**src/rtl/neo_link_tx.sv**
```systemverilog
// rtl/neo_link_tx.sv - NEO link single-wire transmitter with ack/retry; optional parity bit via NEO_LINK_PARITY_EN
module neo_link_tx #(
    parameter int DATA_W       = 16,
    parameter int CLKS_PER_BIT = 8,
    parameter int ACK_TIMEOUT  = 4096,
    parameter int MAX_RETRY    = 3,
    localparam int RETRY_W     = (MAX_RETRY > 0) ? $clog2(MAX_RETRY + 1) : 1
) (
    input  logic               clock,
    input  logic               reset,
    input  logic [DATA_W-1:0]  data,
    input  logic               send,
    output logic               ready,
    input  logic               ack,
    output logic               serial_out,
    output logic               done,
    output logic               fail,
    output logic [RETRY_W-1:0] retry_count
);

    localparam int CNT_W = $clog2(CLKS_PER_BIT);
    localparam int IDX_W = (DATA_W > 1) ? $clog2(DATA_W) : 1;
    localparam int TMR_W = $clog2(ACK_TIMEOUT + 1);

    localparam logic [CNT_W-1:0]   CNT_LAST  = CNT_W'(CLKS_PER_BIT - 1);
    localparam logic [IDX_W-1:0]   IDX_LAST  = IDX_W'(DATA_W - 1);
    localparam logic [TMR_W-1:0]   TMR_LAST  = TMR_W'(ACK_TIMEOUT);
    localparam logic [RETRY_W-1:0] RETRY_MAX = RETRY_W'(MAX_RETRY);

    typedef enum logic [2:0] {
        S_IDLE,
        S_START,
        S_DATA,
        S_PARITY,
        S_STOP,
        S_WAIT_ACK
    } state_t;

    state_t             state, state_nxt;
    logic [DATA_W-1:0]  word, word_nxt;
    logic [CNT_W-1:0]   clk_cnt, clk_cnt_nxt;
    logic [IDX_W-1:0]   bit_idx, bit_idx_nxt;
    logic [TMR_W-1:0]   timer, timer_nxt;
    logic [RETRY_W-1:0] retry_nxt;
    logic               serial_nxt, ready_nxt, done_nxt, fail_nxt;
    logic               bit_end;
    logic [IDX_W-1:0]   idx_inc;

    always_ff @(posedge clock) begin
        if (reset) begin
            state       <= S_IDLE;
            word        <= '0;
            clk_cnt     <= '0;
            bit_idx     <= '0;
            timer       <= '0;
            retry_count <= '0;
            serial_out  <= 1'b1;
            ready       <= 1'b1;
            done        <= 1'b0;
            fail        <= 1'b0;
        end else begin
            state       <= state_nxt;
            word        <= word_nxt;
            clk_cnt     <= clk_cnt_nxt;
            bit_idx     <= bit_idx_nxt;
            timer       <= timer_nxt;
            retry_count <= retry_nxt;
            serial_out  <= serial_nxt;
            ready       <= ready_nxt;
            done        <= done_nxt;
            fail        <= fail_nxt;
        end
    end

    // serial_out is registered, so each branch loads the level of the bit that starts next cycle
    always_comb begin
        state_nxt   = state;
        word_nxt    = word;
        clk_cnt_nxt = clk_cnt;
        bit_idx_nxt = bit_idx;
        timer_nxt   = timer;
        retry_nxt   = retry_count;
        serial_nxt  = serial_out;
        ready_nxt   = ready;
        done_nxt    = 1'b0;
        fail_nxt    = 1'b0;
        bit_end     = (clk_cnt == CNT_LAST);
        idx_inc     = bit_idx + 1'b1;

        case (state)
            S_IDLE: begin
                if (send) begin
                    word_nxt    = data;
                    retry_nxt   = '0;
                    clk_cnt_nxt = '0;
                    serial_nxt  = 1'b0;
                    ready_nxt   = 1'b0;
                    state_nxt   = S_START;
                end
            end
            S_START: begin
                if (bit_end) begin
                    clk_cnt_nxt = '0;
                    bit_idx_nxt = '0;
                    serial_nxt  = word[0];
                    state_nxt   = S_DATA;
                end else begin
                    clk_cnt_nxt = clk_cnt + 1'b1;
                end
            end
            S_DATA: begin
                if (bit_end) begin
                    clk_cnt_nxt = '0;
                    if (bit_idx == IDX_LAST) begin
`ifdef NEO_LINK_PARITY_EN
                        serial_nxt = ^word;
                        state_nxt  = S_PARITY;
`else
                        serial_nxt = 1'b1;
                        state_nxt  = S_STOP;
`endif
                    end else begin
                        bit_idx_nxt = idx_inc;
                        serial_nxt  = word[idx_inc];
                    end
                end else begin
                    clk_cnt_nxt = clk_cnt + 1'b1;
                end
            end
            S_PARITY: begin
                if (bit_end) begin
                    clk_cnt_nxt = '0;
                    serial_nxt  = 1'b1;
                    state_nxt   = S_STOP;
                end else begin
                    clk_cnt_nxt = clk_cnt + 1'b1;
                end
            end
            S_STOP: begin
                if (bit_end) begin
                    clk_cnt_nxt = '0;
                    timer_nxt   = TMR_W'(1);
                    state_nxt   = S_WAIT_ACK;
                end else begin
                    clk_cnt_nxt = clk_cnt + 1'b1;
                end
            end
            S_WAIT_ACK: begin
                // ack takes priority over a timeout landing in the same cycle
                if (ack) begin
                    done_nxt  = 1'b1;
                    ready_nxt = 1'b1;
                    state_nxt = S_IDLE;
                end else if (timer == TMR_LAST) begin
                    if (retry_count < RETRY_MAX) begin
                        retry_nxt   = retry_count + 1'b1;
                        clk_cnt_nxt = '0;
                        serial_nxt  = 1'b0;
                        state_nxt   = S_START;
                    end else begin
                        fail_nxt  = 1'b1;
                        ready_nxt = 1'b1;
                        state_nxt = S_IDLE;
                    end
                end else begin
                    timer_nxt = timer + 1'b1;
                end
            end
            default: begin
                serial_nxt = 1'b1;
                ready_nxt  = 1'b1;
                state_nxt  = S_IDLE;
            end
        endcase
    end

endmodule

```
**config.mk**
```make
export PLATFORM = sky130hd
export DESIGN_NAME = neo_link_tx
export DESIGN_NICKNAME = d
export VERILOG_FILES = /design/src/rtl/neo_link_tx.sv
export SDC_FILE = /design/constraint.sdc
export NUM_CORES = 1
export LEC_CHECK = 0
export CAP_MARGIN = 20
export CORE_UTILIZATION = 40
export CTS_BUF_LIST = sky130_fd_sc_hd__clkbuf_2 sky130_fd_sc_hd__clkbuf_4 sky130_fd_sc_hd__clkbuf_8
export CTS_CLUSTER_DIAMETER = 30
export DETAILED_ROUTE_END_ITERATION = 10
export PLACE_DENSITY = 0.63
export SYNTH_ARGS = -nofsm -noshare
export SYNTH_HDL_FRONTEND = slang
export SYNTH_SLANG_ARGS = --single-unit
```
**constraint.sdc**
```tcl
create_clock -name clock -period 4.7 [get_ports clock]
set_input_delay 0.94 -clock clock [delete_from_list [all_inputs] [get_ports clock]]
set_output_delay 0.94 -clock clock [all_outputs]
set_load 0.05 [all_outputs]
```
# --- Yosys cells after proc, flatten, opt, wreduce, memory -nomap -nowiden ---
# Index checks and enable logic that the tools add are counted.
word_totals:
  out_inout_bits: 6
  regBits: 45
  word_cells: 103
op_classes:
  n_eq_ne: 21
  n_bitwise: 4
  n_lt_le_gt_ge: 2
  n_addsub: 4
  n_mux: 46
  n_reduce_logical: 16
ops:
  columns: ["operator", "n"]
  rows:
  - ["$mux W13", 3]
  - ["$mux W3", 13]
  - ["$pmux W13 S2", 1]
  - ["$ne A2 B2 Y1 const B", 11]
  - ["$pmux W3 S6", 1]
  - ["$mux W1", 15]
  - ["$add A13 B1 Y13 const B", 1]
  - ["$eq A13 B13 Y1 const B", 1]
  - ["$mux W4", 3]
  - ["$reduce_and A4 Y1", 3]
  - ["$reduce_and A5 Y1", 2]
  - ["$eq A3 B3 Y1 const B", 3]
  - ["$pmux W3 S3", 1]
  - ["$mux W2", 4]
  - ["$pmux W4 S2", 1]
  - ["$reduce_and A8 Y1", 1]
  - ["$reduce_or A4 Y1", 2]
  - ["$reduce_and A7 Y1", 1]
  - ["$eq A3 B2 Y1 const B", 2]
  - ["$ne A3 B3 Y1 const B", 2]
  - ["$pmux W1 S6", 1]
  - ["$reduce_bool A2 Y1", 3]
  - ["$lt A4 B5 Y1 const B", 1]
  - ["$add A4 B1 Y4 const B", 1]
  - ["other kinds (13)", 16]

# --- Depth between registers and ports, before layout ---
# Gate-level depths: netlist of run 1.
logic_depth:
  word_depth: 6
  mapped_depth: 7
  depth_no_buf: 7

# --- Worst setup path before layout of run 1 ---
# Ideal clock, no wire load.
synth_timing:
  path_kind: "input to register"
  startpoint: "input ack"
  endpoint: "register timer[10]"
  path_slack_ps: 2656
  cell_stages: 5
  t_arrival_ps: 1916
  t_required_ps: 4572
  cell_sequence: "nand2b_1 a2111oi_4 nand4_1 xor2_1 nor2_1"
synth_between:
  elab_chain_cells: 2
synth_lines:
  columns: ["item", "line_no", "text"]
  rows:
  - ["start: declaration", "14", "input logic ack,"]
  - ["$ne A2 B2 Y1 (no source line)", null, null]
  - ["$reduce_and A4 Y1 (no source line)", null, null]
  - ["end signal: assignment", "66", "timer <= timer_nxt;"]
  - ["end: declaration", "43", "logic [TMR_W-1:0] timer, timer_nxt;"]
# No other way between the ends.
# A chain may end at the register's enable or synchronous reset.

# --- Final worst setup path of run 1 ---
layout_timing:
  startpoint: "input ack"
  endpoint: "register state[2]"
layout_between:
  elab_chain_cells: 2
  word_cells_on_any_way: 4
layout_lines:
  columns: ["item", "line_no", "text"]
  rows:
  - ["$ne A3 B3 Y1 (no source line) or $mux W3 (tied branches)", null, null]
  - ["$reduce_and A7 Y1 (no source line) or $pmux W3 S6 (tied branches)", null, null]
  - ["end signal: assignment", "62", "state <= state_nxt;"]
  - ["end: declaration", "39", "state_t state, state_nxt;"]
# Parallel ways exist; a longest one is shown, timed or not.

==> results.txt, run 1 <==
die area - 6450 sq um
cell chain of the critical path - clkdlybuf4s50_1 -> nand2b_1 -> a21oi_1 -> o21ai_1 -> a21o_1 -> a21oi_1
io pins - 26
count of state elements after synthesis - 45
number of I/O port buffers - 25
leading cell type in the layout, fill and taps excluded - nand2_1
DP HPWL - 3650 microns
ys flop type - dfxtp_1
RSZ-0062 raised after global routing - no
f_max - 400 MHz
Worst Path Required - 4.92 ns
Core ar. - 5920 sq um
worst-margin pin slew - 0.954 ns
via density per instance - 5.29
final WL - 5070 microns
GP Congestion - 0.824
Worst Hold Launch - word[7]
Max FO, Critical Path - 6
Worst path max stage delay - 0.49 ns
Worst slew margin - 0.362
worst setup path start - ack
CP max stage cell - clkdlybuf4s50_1
clk slew on worst S/H paths - 0.08 ns
H-tree levels - 2
EDFF count, synth - 0
Initial DRT Pass Iterations - 4
YS warnings - 0
post-route clock period utilization - 0.532
CTS Root Cell - clkbuf_8
CTS Sinks - 45
DIE WIDTH - 80.3 microns
synthesized instance count - 293
share of cells above drive strength 1 - 0.0619
endpoint type of the worst setup path - register
Slew Viols, Final - 0
Worst path most repeated cell - a21oi_1
Hold WC Path Type - register to register
GR Util All Layers - 0.177
Final Critical Period - 2.50 ns
power consumption - 0.838 mW
Starting DRT DRC Count - 62
Critical Setup Path Class - input port to register
post-synthesis net count - 319
antenna viol nets, final - 0
most frequent cells in the layout - nand2_1, dfxtp_1, a21oi_1
cts hold-fix bufs - 0
initial core utilization - 0.415
cts repair resizes - 0
first-pass GRT wire length - 8930 microns
VDD IR-drop max - 0.000165 V
initial antenna violation count - 0
layout overhead on the synthesized area - 14.4%
final hold violations - 0
antenna diode count - 0
Arrival @ worst endpoint - 2.72 ns
Die Height - 80.3 microns
maximum clock path buffer count - 2
CP Launch Type - input port
P_leak - 1.00 nW
syn avg cell area - 8.38 sq um
Clock Skews - 0.00533 ns
vias in the first global route - 1849
status - finished, final reports clean
Pwr Density - 298 nW/um^2
max cap viols - 0
clk_lat worst skew - 0.29 ns
sequential share of the synthesized area - 0.367
DR WL/cell - 13.3 microns
WP buf/inv - 1
number of setup buffers added after CTS - 0
nets@finish - 333
CTS Buf Count - 5
pin count of the biggest net entering global routing - 24
FP Rows - 28
Remaining DRCs - 0
gr ovfl total - 0
setup TNS - 0 ns
Unique masters post-synth - 47
Worst R2R Start - bit_idx[0]
Setup Viol. Count Final - 0
CTS tree - yes
Cell Area, Synth - 2450 sq um
asr flop ratio synth - 0
Crit path max-delay family - compound AO/OA/AOI/OAI gates
Vias - 2019
==> cell families (layout without fill, tap and decap cells) <==
group / after synthesis / after routing / share of synthesized area
and+or+nand+nor: 129 / 129 / 0.269
AOI/OAI and AO/OA: 61 / 61 / 0.172
DFF: 45 / 45 / 0.367
buffers and inverters: 28 / 42 / 0.0500
xor gates and xnor gates: 13 / 13 / 0.0464
muxes: 11 / 11 / 0.0652
adders and majority gates: 6 / 6 / 0.0306
==> path summary, 6_finish.rpt <==
check                           slack, ns         end  depth (start not counted)
worst min-delay path                 0.46     word[7]                          2
worst min register to register       0.46     word[7]                          2
worst max register to register       2.42  serial_out                          6
worst max-delay path                 2.20    state[2]                          6
==> registers in the layout, summed over array words and instances, names as in the netlist <==
signal / count
state: 3
ready: 1
clk_cnt: 3
timer: 13
retry_count: 2
fail: 1
word: 16
bit_idx: 4
serial_out: 1
done: 1
==> cells in the mapped netlist, drive strengths merged (5+ instances only) <==
| library cell | instances | share of area |
|---|---|---|
| xor2 | 10 | 0.036 |
| nand2 | 54 | 0.083 |
| a21oi | 29 | 0.059 |
| dfxtp | 45 | 0.37 |
| nor2b | 5 | 0.013 |
| o21ai | 6 | 0.012 |
| buf | 9 | 0.021 |
| mux2i | 7 | 0.029 |
| ha | 6 | 0.031 |
| inv | 9 | 0.014 |
| nor3 | 5 | 0.010 |
| nand3 | 11 | 0.022 |
| nand4 | 5 | 0.013 |
| and3 | 6 | 0.016 |
| nor2 | 21 | 0.032 |
| clkbuf | 10 | 0.015 |
==> worst min-delay path: stages (launching register included) <==
cell and delay [ns]:
dfxtp_1 0.32, nand2_1 0.05, a21oi_1 0.05
==> stage by stage <==
stage	hold WS, ns	setup WS (ns)	cell area (sq um)	instances	util
floorplan	0.433	2.66	2450	293	-
global placement	0.442	1.91	2720	375	0.459
detailed placement	0.447	1.90	2720	375	0.459
CTS	0.459	2.21	2810	382	0.474
global route	0.486	2.01	2810	382	0.474
finish	0.458	2.20	2810	382	0.474
==> final cells by class <==
type | instances | area [sq um]
Clock inverter | 1 | 7.51
Clock buffer | 6 | 82.6
Sequential cell | 45 | 901
Multi-Input combinational cell | 220 | 1430
Inverter | 9 | 33.8
Fill cell | 593 | 3110
Timing Repair Buffer | 26 | 258
Tap cell | 75 | 93.8
==> power breakdown <==
part,switching [mW],internal (mW)
clock network,0.127,0.116
logic,0.0938,0.0700
registers,0.0256,0.405
==> metal layers <==
layer | share of wire | vias to the layer above | global-route usage
met5 | 0 | - | 0
met4 | 0.0093 | 0 | 0.0589
met3 | 0.036 | 4 | 0.0352
met2 | 0.43 | 34 | 0.258
met1 | 0.53 | 921 | 0.257
li1 | - | 1060 | -
(Power assumes the default switching activity.)
==> inputs of run 2 (changes only) <==
==> constraint.sdc (replaced) <==
create_clock -name clock -period 2.6 [get_ports clock]
set_input_delay 0.52 -clock clock [delete_from_list [all_inputs] [get_ports clock]]
set_output_delay 0.52 -clock clock [all_outputs]
set_load 0.05 [all_outputs]
==> results.txt, run 2 (synthesis results as in run 1) <==
Hold WC Path Type - register to register
Worst Path Required - 2.78 ns
Vias - 2105
Critical Setup Path Class - register to register
WL met3 - 255 microns
Slew Viols, Final - 0
Remaining DRCs - 0
P_leak - 1.03 nW
met2 wire len - 2250 microns
Largest regs - word: 16 flops, timer: 13 flops, bit_idx: 4 flops
FP Rows - 28
final WL - 5310 microns
CTS tree - yes
Clock Skews - 0.00676 ns
Seq. cell area - 901 sq um
power consumption - 1.53 mW
status - finished, final reports clean
nets@finish - 338
CTS Sinks - 45
worst-margin pin slew - 0.771 ns
CTS Root Cell - clkbuf_8
placed cell areas - 2760 sq um
Worst slew margin - 0.485
Initial DRT Pass Iterations - 4
antenna diode count - 0
layout overhead on the synthesized area - 15.9%
final hold violations - 0
cts hold-fix bufs - 0
initial core utilization - 0.415
largest reg by FF count - word
VDD IR-drop max - 0.000239 V
DIE WIDTH - 80.3 microns
Die Height - 80.3 microns
number of I/O port buffers - 25
Setup Viol. Count Final - 0
Starting DRT DRC Count - 94
fillcell total - 608
DR WL/cell - 13.7 microns
GP Congestion - 0.818
Max FO, Critical Path - 9
leading cell type in the layout, fill and taps excluded - nand2_1
setup TNS - 0 ns
die area - 6450 sq um
share of cells above drive strength 1 - 0.0769
H-tree levels - 2
gr ovfl total - 0
initial antenna violation count - 0
RSZ-0062 raised after global routing - no
max reg flops - 16
CTS Buf Count - 5
post-route clock period utilization - 0.826
Pwr Density - 539 nW/um^2
Arrival @ worst endpoint - 2.33 ns
clk slew on worst S/H paths - 0.09 ns
pin count of the biggest net entering global routing - 20
maximum clock path buffer count - 2
Final Critical Period - 2.15 ns
max cap viols - 0
highest metal used - met4
vias in the first global route - 1861
clk_lat worst skew - 0.30 ns
GR Util All Layers - 0.179
first-pass GRT wire length - 8960 microns
DP HPWL - 3860 microns
number of setup buffers added after CTS - 0
cts repair resizes - 0
most frequent cells in the layout - nand2_1, dfxtp_1, a21oi_1
CP Launch Type - register
f_max - 466 MHz
Design Area, Final - 2850 sq um
antenna viol nets, final - 0
Multi-input gate area - 1430 sq um
endpoint type of the worst setup path - register
via density per instance - 5.44
Core ar. - 5920 sq um
io pins - 26
WL met1 - 2720 microns
run 2: through the flow:
| stage | instances | hold slack (ns) | setup WS (ns) | util |
|---|---|---|---|---|
| 4_1_cts | 387 | 0.458 | 0.427 | 0.481 |
| 5_1_grt | 387 | 0.470 | 0.292 | 0.481 |
| 3_3_place_gp | 380 | 0.440 | 0.273 | 0.465 |
| 3_5_place_dp | 380 | 0.445 | 0.219 | 0.465 |
| 2_1_floorplan | 293 | 0.433 | 0.691 | - |
| 6_report | 387 | 0.456 | 0.452 | 0.481 |
run 2: where the power goes:
| group | switching (mW) | leakage [nW] | total, mW | internal [mW] |
|---|---|---|---|---|
| combinational | 0.175 | 0.617 | 0.307 | 0.132 |
| clock | 0.240 | 0.0433 | 0.450 | 0.210 |
| sequential | 0.0442 | 0.366 | 0.777 | 0.732 |
run 2: path summary, 6_finish.rpt:
| check | startpoint | end | slack, ns | cells after the start |
|---|---|---|---|---|
| setup / recovery | bit_idx[1] | serial_out | 0.45 | 5 |
| hold / removal | word[4] | word[4] | 0.46 | 2 |
| setup reg to reg | bit_idx[1] | serial_out | 0.45 | 5 |
| hold reg to reg | word[4] | word[4] | 0.46 | 2 |
run 2: cell type report:
class,instances,share of cell area
clock inverters,1,0.00264
repair buffers,31,0.104
multi-input cells,220,0.503
flip-flops and latches,45,0.317
clock buffers,6,0.0290
well taps,75,0.0330
inverters,9,0.0119
run 2: routing by layer:
| layer | vias up | GRT usage |
|---|---|---|
| met5 | - | 0 |
| met4 | 0 | 0.0607 |
| met3 | 9 | 0.0386 |
| met2 | 51 | 0.259 |
| met1 | 977 | 0.259 |
| li1 | 1068 | - |
run 2: worst max-delay path, stage by stage (launching register included):
cell	delay, ns
dfxtp_1	0.35
ha_1	0.56
mux4_2	0.56
a221oi_1	0.30
and3_1	0.20
mux2i_1	0.06
==> inputs of run 3 (changes only) <==
--- a/config.mk
+++ b/config.mk
@@ -10,7 +10,7 @@
 export CTS_BUF_LIST = sky130_fd_sc_hd__clkbuf_2 sky130_fd_sc_hd__clkbuf_4 sky130_fd_sc_hd__clkbuf_8
 export CTS_CLUSTER_DIAMETER = 30
 export DETAILED_ROUTE_END_ITERATION = 10
-export PLACE_DENSITY = 0.63
+export PLACE_DENSITY = 0.65
 export SYNTH_ARGS = -nofsm -noshare
 export SYNTH_HDL_FRONTEND = slang
 export SYNTH_SLANG_ARGS = --single-unit
==> constraint.sdc (replaced) <==
create_clock -name clock -period 1.9 [get_ports clock]
set_input_delay 0.38 -clock clock [delete_from_list [all_inputs] [get_ports clock]]
set_output_delay 0.38 -clock clock [all_outputs]
set_load 0.05 [all_outputs]
==> results.txt, run 3 (synthesis results as in run 1) <==
antenna diode count - 0
gr ovfl total - 0
H-tree levels - 2
via density per instance - 5.29
VDD IR-drop max - 0.000385 V
post-route clock period utilization - 0.961
Hold WC Path Type - register to register
first-pass GRT wire length - 9290 microns
clk_lat worst skew - 0.29 ns
largest reg by FF count - word
P_leak - 1.18 nW
most frequent cells in the layout - nand2_1, dfxtp_1, buf_4
Worst R2R Setup Slack - 0.07 ns
cts hold-fix bufs - 0
max cap viols - 0
Largest regs - word: 16 flops, timer: 13 flops, bit_idx: 4 flops
clk slew on worst S/H paths - 0.08 ns
Design Area, Final - 3160 sq um
die area - 6450 sq um
FP Rows - 28
CTS Root Cell - clkbuf_8
f_max - 547 MHz
CTS tree - yes
worst-margin pin slew - 0.498 ns
share of cells above drive strength 1 - 0.228
CTS Buf Count - 5
pin count of the biggest net entering global routing - 21
Slew Viols, Final - 0
Vias - 2207
max reg flops - 16
layout overhead on the synthesized area - 28.7%
Arrival @ worst endpoint - 2.01 ns
maximum clock path buffer count - 2
CP Launch Type - register
Setup Viol. Count Final - 0
CTS Sinks - 45
Die Height - 80.3 microns
DP HPWL - 3980 microns
DR WL/cell - 13.3 microns
Core ar. - 5920 sq um
number of I/O port buffers - 25
nets@finish - 368
Initial DRT Pass Iterations - 4
Starting DRT DRC Count - 111
WHS - 0.456 ns
DIE WIDTH - 80.3 microns
antenna viol nets, final - 0
Worst slew margin - 0.667
Finished Core Util - 0.534
Pwr Density - 684 nW/um^2
final hold violations - 0
RSZ-0062 raised after global routing - no
setup TNS - 0 ns
Final Critical Period - 1.83 ns
final WL - 5530 microns
Critical Setup Path Class - register to register
initial antenna violation count - 0
io pins - 26
GP Congestion - 0.820
endpoint type of the worst setup path - register
initial core utilization - 0.415
Clock Skews - 0.00507 ns
Remaining DRCs - 0
GR Util All Layers - 0.186
status - finished, final reports clean
leading cell type in the layout, fill and taps excluded - nand2_1
Worst Path Required - 2.08 ns
placed cell areas - 2940 sq um
Max FO, Critical Path - 5
vias in the first global route - 2023
==> run 3: path summary, 6_finish.rpt <==
path | from | endpoint | cells past startpoint
max | bit_idx[0] | serial_out | 7
min | word[1] | word[1] | 2
max reg2reg | bit_idx[0] | serial_out | 7
min reg2reg | word[1] | word[1] | 2
==> run 3: what timing repair did <==
item | CTS | global route
buffers inserted | 2 | 3
resized for setup | 8 | 18
endpoints found under the setup margin | 15 | 22
gates cloned | 0 | 0
pin swaps | 7 | 13
==> run 3: cell type report <==
class / count / area, sq um
clock buffers: 6 / 82.6
clock inverters: 1 / 7.51
fillers: 572 / 2760
inverters: 9 / 33.8
multi-input cells: 220 / 1510
flip-flops and latches: 45 / 911
well taps: 75 / 93.8
repair buffers: 61 / 519
==> run 3: metal layers <==
metal	GRT usage	vias to the layer above	routed length, microns
met3	0.0398	6	254
li1	-	1130	-
met5	0	-	0
met1	0.269	1016	2870
met2	0.271	55	2350
met4	0.0625	0	62
==> run 3: report_power, final <==
part	total [mW]	internal [mW]	switching, mW
logic	0.504	0.242	0.262
clock network	0.599	0.288	0.311
registers	1.06	1.01	0.0543
==> run 3: per-stage QoR <==
stage	total power [mW]	instances	setup WS, ns
CTS	2.16	414	0.00617
finish	2.16	417	0.0735
global route	2.29	417	0.000489
detailed placement	1.56	405	-0.248
floorplan	1.37	293	0.0424
global placement	1.55	405	-0.189
==> run 3: worst max-delay path: stages, from the launching register on <==
cell     delay [ns]
dfxtp_2        0.34
ha_4           0.30
buf_4          0.15
mux4_2         0.30
a22o_1         0.21
o31ai_2        0.17
and3_1         0.19
mux2i_1        0.06
